**src/rtl/grid_scan_sched_pkg.sv**
```systemverilog
// Shared definitions for the grid solvers: default geometry, direction
// encoding with its row/column steps, and the scan sequencer state type.
package grid_scan_sched_pkg;

  localparam int GRID_LEN    = 20;
  localparam int GRID_RUN    = 4;
  localparam int GRID_ADDR_W = 9;
  localparam int GRID_DATA_W = 8;
  localparam int GRID_RES_W  = 32;

  localparam logic [1:0] DIR_RIGHT   = 2'd0;
  localparam logic [1:0] DIR_DOWN    = 2'd1;
  localparam logic [1:0] DIR_DIAG_DR = 2'd2;
  localparam logic [1:0] DIR_DIAG_DL = 2'd3;

  typedef enum logic [2:0] {
    ST_IDLE,
    ST_CHECK,
    ST_ISSUE,
    ST_DRAIN,
    ST_CMP,
    ST_ADV,
    ST_FIN
  } scan_state_e;

  function automatic int dir_dr(input logic [1:0] dir);
    return (dir == DIR_RIGHT) ? 0 : 1;
  endfunction

  function automatic int dir_dc(input logic [1:0] dir);
    case (dir)
      DIR_RIGHT:   return 1;
      DIR_DOWN:    return 0;
      DIR_DIAG_DR: return 1;
      default:     return -1;
    endcase
  endfunction

  // Signed end-cell test; the down-left walk can leave through column -1.
  function automatic logic win_in_grid(input int row, input int col,
                                       input logic [1:0] dir,
                                       input int len, input int run);
    int er;
    int ec;
    er = row + (run - 1) * dir_dr(dir);
    ec = col + (run - 1) * dir_dc(dir);
    return (er >= 0) && (er < len) && (ec >= 0) && (ec < len);
  endfunction

endpackage

```
**src/rtl/grid_scan_sched_win_acc.sv**
```systemverilog
// Window product accumulator with per-window saturation, plus the
// strict-greater running maximum and the origin/direction that produced it.
module grid_win_acc #(
  parameter int DATA_W = 8,
  parameter int RES_W  = 32
) (
  input  logic              clk,
  input  logic              rst_n,
  input  logic              i_clr,
  input  logic              i_init,
  input  logic              i_vld,
  input  logic [DATA_W-1:0] i_data,
  input  logic              i_cmp,
  input  logic [4:0]        i_row,
  input  logic [4:0]        i_col,
  input  logic [1:0]        i_dir,
  output logic [RES_W-1:0]  o_result,
  output logic [4:0]        o_row,
  output logic [4:0]        o_col,
  output logic [1:0]        o_dir,
  output logic              o_ovf
);

  localparam int ACC_W = RES_W + DATA_W;

  logic [ACC_W-1:0] r_acc;
  logic             r_sat;
  logic [4:0]       r_org_row;
  logic [4:0]       r_org_col;
  logic [1:0]       r_org_dir;
  logic [RES_W-1:0] r_max;
  logic [4:0]       r_max_row;
  logic [4:0]       r_max_col;
  logic [1:0]       r_max_dir;
  logic [ACC_W-1:0] w_full;

  assign w_full = r_acc * ACC_W'(i_data);
  assign o_ovf  = i_vld && !r_sat && !i_init && (|w_full[ACC_W-1:RES_W]);

  always_ff @(posedge clk or negedge rst_n) begin
    if (!rst_n) begin
      r_acc     <= '0;
      r_sat     <= 1'b0;
      r_org_row <= '0;
      r_org_col <= '0;
      r_org_dir <= '0;
      r_max     <= '0;
      r_max_row <= '0;
      r_max_col <= '0;
      r_max_dir <= '0;
    end else begin
      if (i_clr) begin
        r_max     <= '0;
        r_max_row <= '0;
        r_max_col <= '0;
        r_max_dir <= '0;
      end else if (i_cmp && (r_acc[RES_W-1:0] > r_max)) begin
        r_max     <= r_acc[RES_W-1:0];
        r_max_row <= r_org_row;
        r_max_col <= r_org_col;
        r_max_dir <= r_org_dir;
      end

      if (i_init) begin
        r_acc     <= ACC_W'(1);
        r_sat     <= 1'b0;
        r_org_row <= i_row;
        r_org_col <= i_col;
        r_org_dir <= i_dir;
      end else if (i_vld && !r_sat) begin
        // Once saturated the window stays all-ones, even if a zero byte follows.
        if (|w_full[ACC_W-1:RES_W]) begin
          r_acc <= {{DATA_W{1'b0}}, {RES_W{1'b1}}};
          r_sat <= 1'b1;
        end else begin
          r_acc <= w_full;
        end
      end
    end
  end

  assign o_result = r_max;
  assign o_row    = r_max_row;
  assign o_col    = r_max_col;
  assign o_dir    = r_max_dir;

endmodule

```
**src/rtl/grid_scan_sched.sv**
```systemverilog
// Serialized max-window-product scan over a LEN x LEN byte grid held in a
// single-port ROM with one-cycle read latency.
module grid_scan_sched
  import grid_scan_sched_pkg::*;
#(
  parameter int LEN    = GRID_LEN,
  parameter int RUN    = GRID_RUN,
  parameter int ADDR_W = GRID_ADDR_W,
  parameter int DATA_W = GRID_DATA_W,
  parameter int RES_W  = GRID_RES_W
) (
  input  logic              clk,
  input  logic              rst_n,
  input  logic              start,
  output logic              rom_en,
  output logic [ADDR_W-1:0] rom_addr,
  input  logic [DATA_W-1:0] rom_data,
  output logic [RES_W-1:0]  result,
  output logic [4:0]        res_row,
  output logic [4:0]        res_col,
  output logic [1:0]        res_dir,
  output logic              busy,
  output logic              done,
  output logic              error
);

  localparam int K_W = (RUN > 1) ? $clog2(RUN) : 1;

  scan_state_e    r_state;
  scan_state_e    w_next;
  logic [4:0]     r_row;
  logic [4:0]     r_col;
  logic [1:0]     r_dir;
  logic [K_W-1:0] r_k;
  logic           r_last;
  logic           r_vld;
  logic           r_busy;
  logic           r_done;
  logic           r_err;

  logic           w_start_acc;
  logic           w_init;
  logic           w_cmp;
  logic           w_adv;
  logic           w_wrap;
  logic           w_in;
  logic           w_ovf;
  logic [4:0]     w_nrow;
  logic [4:0]     w_ncol;
  logic [1:0]     w_ndir;

  assign w_start_acc = (r_state == ST_IDLE) && start;
  assign w_in        = win_in_grid(int'(r_row), int'(r_col), r_dir, LEN, RUN);

  always_comb begin
    w_ndir = r_dir + 2'd1;
    w_ncol = r_col;
    w_nrow = r_row;
    w_wrap = 1'b0;
    if (r_dir == DIR_DIAG_DL) begin
      if (int'(r_col) == LEN - 1) begin
        w_ncol = '0;
        if (int'(r_row) == LEN - 1) begin
          w_nrow = '0;
          w_wrap = 1'b1;
        end else begin
          w_nrow = r_row + 5'd1;
        end
      end else begin
        w_ncol = r_col + 5'd1;
      end
    end
  end

  // The index advances on DRAIN exit, so CMP both retires the finished window
  // and bound-checks the next one; this keeps an in-bound window at RUN+2 cycles.
  always_comb begin
    w_next = r_state;
    w_init = 1'b0;
    w_cmp  = 1'b0;
    w_adv  = 1'b0;
    case (r_state)
      ST_IDLE: begin
        if (start) w_next = ST_CHECK;
      end
      ST_CHECK: begin
        if (w_in) begin
          w_init = 1'b1;
          w_next = ST_ISSUE;
        end else begin
          w_adv  = 1'b1;
          w_next = w_wrap ? ST_FIN : ST_CHECK;
        end
      end
      ST_ISSUE: begin
        if (int'(r_k) == RUN - 1) w_next = ST_DRAIN;
      end
      ST_DRAIN: begin
        w_adv  = 1'b1;
        w_next = ST_CMP;
      end
      ST_CMP: begin
        w_cmp = 1'b1;
        if (r_last) begin
          w_next = ST_FIN;
        end else if (w_in) begin
          w_init = 1'b1;
          w_next = ST_ISSUE;
        end else begin
          w_adv  = 1'b1;
          w_next = w_wrap ? ST_FIN : ST_CHECK;
        end
      end
      ST_FIN: begin
        w_next = ST_IDLE;
      end
      default: begin
        w_next = ST_IDLE;
      end
    endcase
  end

  always_ff @(posedge clk or negedge rst_n) begin
    if (!rst_n) begin
      r_state <= ST_IDLE;
      r_row   <= '0;
      r_col   <= '0;
      r_dir   <= '0;
      r_k     <= '0;
      r_last  <= 1'b0;
      r_vld   <= 1'b0;
      r_busy  <= 1'b0;
      r_done  <= 1'b0;
      r_err   <= 1'b0;
    end else begin
      r_state <= w_next;
      r_vld   <= (r_state == ST_ISSUE);
      if (w_init) begin
        r_k <= '0;
      end else if (r_state == ST_ISSUE) begin
        r_k <= r_k + K_W'(1);
      end

      if (w_start_acc) begin
        r_row  <= '0;
        r_col  <= '0;
        r_dir  <= '0;
        r_last <= 1'b0;
        r_busy <= 1'b1;
        r_done <= 1'b0;
        r_err  <= 1'b0;
      end else begin
        if (w_adv) begin
          r_row <= w_nrow;
          r_col <= w_ncol;
          r_dir <= w_ndir;
          if (w_wrap) r_last <= 1'b1;
        end
        if ((w_next == ST_FIN) && (r_state != ST_FIN)) begin
          r_busy <= 1'b0;
          r_done <= 1'b1;
        end
        if ((start && r_busy) || w_ovf) r_err <= 1'b1;
      end
    end
  end

  always_comb begin
    rom_en   = 1'b0;
    rom_addr = '0;
    if (r_state == ST_ISSUE) begin
      rom_en   = 1'b1;
      rom_addr = ADDR_W'((int'(r_row) + int'(r_k) * dir_dr(r_dir)) * LEN +
                         int'(r_col) + int'(r_k) * dir_dc(r_dir));
    end
  end

  grid_win_acc #(
    .DATA_W(DATA_W),
    .RES_W (RES_W)
  ) u_acc (
    .clk     (clk),
    .rst_n   (rst_n),
    .i_clr   (w_start_acc),
    .i_init  (w_init),
    .i_vld   (r_vld),
    .i_data  (rom_data),
    .i_cmp   (w_cmp),
    .i_row   (r_row),
    .i_col   (r_col),
    .i_dir   (r_dir),
    .o_result(result),
    .o_row   (res_row),
    .o_col   (res_col),
    .o_dir   (res_dir),
    .o_ovf   (w_ovf)
  );

  assign busy  = r_busy;
  assign done  = r_done;
  assign error = r_err;

endmodule

```
**config.mk**
```make
export PLATFORM = sky130hd
export DESIGN_NAME = grid_scan_sched
export DESIGN_NICKNAME = d
export VERILOG_FILES = /design/src/rtl/grid_scan_sched_pkg.sv /design/src/rtl/grid_scan_sched_win_acc.sv /design/src/rtl/grid_scan_sched.sv
export SDC_FILE = /design/constraint.sdc
export NUM_CORES = 1
export LEC_CHECK = 0
export BUFFER_PORTS_ARGS = -buffer_cell sky130_fd_sc_hd__buf_2
export CORE_AREA = 5 5 179 181
export DETAILED_ROUTE_END_ITERATION = 10
export DIE_AREA = 0 0 184 186
export PLACE_DENSITY = 0.78
export SYNTH_ARGS = -nofsm -noshare
export SYNTH_HDL_FRONTEND = slang
export SYNTH_HIERARCHICAL = 1
export SYNTH_SLANG_ARGS = --single-unit
```
**constraint.sdc**
```tcl
create_clock -name clk -period 6.3 [get_ports clk]
set_input_delay 0.315 -clock clk [delete_from_list [all_inputs] [get_ports clk]]
set_output_delay 0.315 -clock clk [all_outputs]
set_load 0.01 [all_outputs]
```
==> flow_summary_export.csv <==
group,metric,value,unit
detailed_routing,wl_per_cell,17.7,um
timing,hold_violations,2,
outcome,outcome,"finished with violations",
power_and_ir_drop,powerDensity,320,nW/um^2
flow_run,cap_violations,0,
detailed_routing,drt-initial-drc-count,902,
placed_design,detailed_place_hpwl,29700,um
detailed_routing,drtPass1Iterations,5,
clocking,cts_root_buf,"clkbuf_16",
detailed_routing,drc,0,
synthesis,async_flop_share,1.00,
detailed_routing,routed_wl,39600,um
die,ios,68,
final_layout,final_layout_size_suffix_gt1_frac,0.0811,
placed_design,routabilityCongestion,0.909,
timing,period_needed,5.99,ns
clocking,cts_htree_levels,4,
final_layout,layout.cells.most_common_list,"inv_1, and2_1, fa_1",
timing,rsz0062_at_grt,"false",
die,fp.dieH,186,um
synthesis,syn_area,16300,sq um
timing,maxSlewViolCount,0,
global_routing,grt_usage,0.244,
placed_design,dp.cells,2202,
timing,max_freq,0.167,GHz
outcome,violations,"negative hold slack",
power_and_ir_drop,leakage,8.81,nW
synthesis,synthCells,1804,
synthesis,ys_warn_count,6,
global_routing,met3_usage,0.0461,
final_layout,finalNetCount,2179,
global_routing,grt_overflow,0,
synthesis,synth-edff-count,0,
synthesis,yosysSeqAreaShare,0.182,
hold_path,hp-class,"input port to async pin",
timing,max-slew-margin-rel,0.162,
die,dieArea,34200,sq um
detailed_routing,vias_per_cell,5.71,
timing,clock_skew,0.0123,ns
timing,finalSetupTns,0,ns
die,std_cell_rows,64,
clocking,cts-buffers-inserted,17,
global_routing,gr-usage-met2,0.433,
clocking,clock_path_buffers,2,
placed_design,io_buffers,67,
final_layout,area_delta_synth_final,7.68,%
timing,tightest_slew,1.25,ns
die,core-area,30300,sq um
timing,period_share,0.950,
global_routing,grt_max_degree,63,
detailed_routing,num_vias,12800,
clocking,cts_tree,"yes",
global_routing,grt_pass1_wl,67900,um
synthesis,ys_types,79,
synthesis,synth_nets,2158,
synthesis,syn_avg_cell_area,9.05,sq um
global_routing,busiest_layer,"met2",
synthesis,ys_seq_elements,119,
final_layout,final_common_cell,"inv_1",
timing,hold_ws,-0.00130,ns
die,initial_core_util,0.539,
detailed_routing,drtAntennaViolNets,0,
clocking,insertion_delay,0.44,ns
global_routing,grtUsageMet1,0.303,
timing,finalSetupViolCount,0,
setup_path,endpoint_kind,"flop",
setup_path,path_max_fanout,17,
setup_path,path_class,"flop to flop",
final_layout,fin_cells,2234,
setup_path,cp.arrival,6.23,ns
clocking,cts_sinks,119,
global_routing,antenna_found_initial,3,
synthesis,ys.flop_type,"dfrtp_1",
clocking,ctsHoldBuffers,0,
clocking,clk_pin_slew_worst_paths,0.07,ns
setup_path,cp.required,6.54,ns
setup_path,startpoint_type,"flop",
die,die_w,184,um
global_routing,grt_pass1_vias,13800,
power_and_ir_drop,peakVddDrop,0.255,mV
==> metal layers <==
metal	part of all wire	routed length (um)
met4	0.021	823
met2	0.51	20100
met3	0.056	2200
met5	0.00033	13
met1	0.41	16400
==> flip-flops by register name (all words and copies together) (netlist names), 2 cells and up <==
signal           count
u_acc/o_result      32
u_acc/o_dir          2
r_col                5
u_acc/r_acc         40
u_acc/r_org_row      5
u_acc/o_col          5
r_row                5
u_acc/r_org_col      5
u_acc/r_org_dir      2
u_acc/o_row          5
r_state              3
r_dir                2
r_k                  2
==> final cells by class <==
type,count,area [sq um]
clock inverter,14,166
timing repair buffer,87,500
multi-input combinational,1311,11900
sequential,119,2980
fill,2594,12700
clock buffer,17,425
tap,396,495
antenna,1,2.50
inverter,289,1080
==> power by group <==
group          total (mW)  internal, mW  switching, mW  leakage [nW]
sequential          0.765         0.765       0.000203          1.26
combinational        3.87          1.56           2.31          7.26
clock               0.997         0.591          0.406         0.287
==> worst paths after layout <==
| path | start | to | slack [ns] | depth (start not counted) |
|---|---|---|---|---|
| hold reg to reg | u_acc/r_acc[39] | u_acc/r_acc[39] | 0.50 | 1 |
| setup reg to reg | u_acc/r_acc[6] | u_acc/r_acc[26] | 0.31 | 18 |
| max in group asynchronous | rst_n | r_row[3] | 4.98 | 2 |
| hold / removal | rst_n | u_acc/o_result[7] | -0.001 | 1 |
| setup / recovery | u_acc/r_acc[6] | u_acc/r_acc[26] | 0.31 | 18 |
| min in group clk | start | error | 0.21 | 3 |
==> logic make-up after synthesis <==
group	share of synthesized area
AND/OR/NAND/NOR	0.195
buffers and inverters	0.0890
adder cells (fa/ha/maj)	0.361
AO/OA/AOI/OAI	0.104
flip-flops	0.182
XOR/XNOR	0.0333
multiplexers	0.0352
==> synth_stat cells, drive strengths merged (3+ instances only) <==
cell type / count / share of area
o21a: 9 / 0.0041
a211o: 4 / 0.0021
o31ai: 6 / 0.0028
o211ai: 11 / 0.0051
xnor2: 40 / 0.021
xor2: 22 / 0.012
nand2b: 10 / 0.0038
and4: 3 / 0.0016
nand2: 116 / 0.027
nor2: 130 / 0.030
a31oi: 4 / 0.0015
inv: 288 / 0.066
dfrtp: 119 / 0.18
o2111ai: 4 / 0.0021
mux2: 12 / 0.0083
clkbuf: 66 / 0.015
buf: 19 / 0.0073
ha: 130 / 0.10
nand3: 23 / 0.0070
a221oi: 5 / 0.0027
and3: 4 / 0.0020
nor4bb: 3 / 0.0018
mux2i: 44 / 0.027
a211oi: 13 / 0.0060
nand3b: 3 / 0.0014
fa: 213 / 0.26
o41ai: 3 / 0.0016
o21bai: 7 / 0.0032
nor2b: 15 / 0.0057
and2: 250 / 0.096
a311oi: 25 / 0.013
o21ai: 38 / 0.012
or2: 4 / 0.0015
or3: 3 / 0.0011
a22oi: 3 / 0.0014
nor3: 13 / 0.0040
nand4: 17 / 0.0069
a21oi: 63 / 0.020
nor4: 3 / 0.0030
a21o: 27 / 0.012
==> stage by stage <==
step | utilization | setup slack [ns] | area [sq um] | power, mW | hold slack, ns
floorplan | - | 0.605 | 16300 | 3.79 | 0.0194
global placement | 0.561 | 0.265 | 17000 | 4.49 | 0.470
detailed placement | 0.561 | 0.0679 | 17000 | 4.56 | 0.484
CTS | 0.581 | 0.290 | 17600 | 5.60 | 0.0242
global route | 0.581 | 0.0148 | 17600 | 6.16 | 0.0668
finish | 0.581 | 0.313 | 17600 | 5.63 | -0.00130
==> worst max-delay path, stage by stage, from the launching register on <==
cell and delay, ns:
dfrtp_1 0.54, and2_1 0.26, fa_1 0.49, fa_1 0.53
fa_1 0.55, inv_1 0.07, fa_1 0.53, inv_1 0.05
ha_1 0.42, and4_1 0.32, o2111a_1 0.20, o31ai_1 0.10
a21oi_1 0.36, o21ai_1 0.15, xor2_1 0.18, o311ai_1 0.20
nor4_4 0.39, buf_4 0.30, a311oi_1 0.13
==> timing repair <==
item / in CTS / in global routing
setup buffers: 0 / 0
setup endpoints to repair: 0 / 29
resized for setup: 0 / 2
Note: power is estimated with default switching activity, not from simulation.
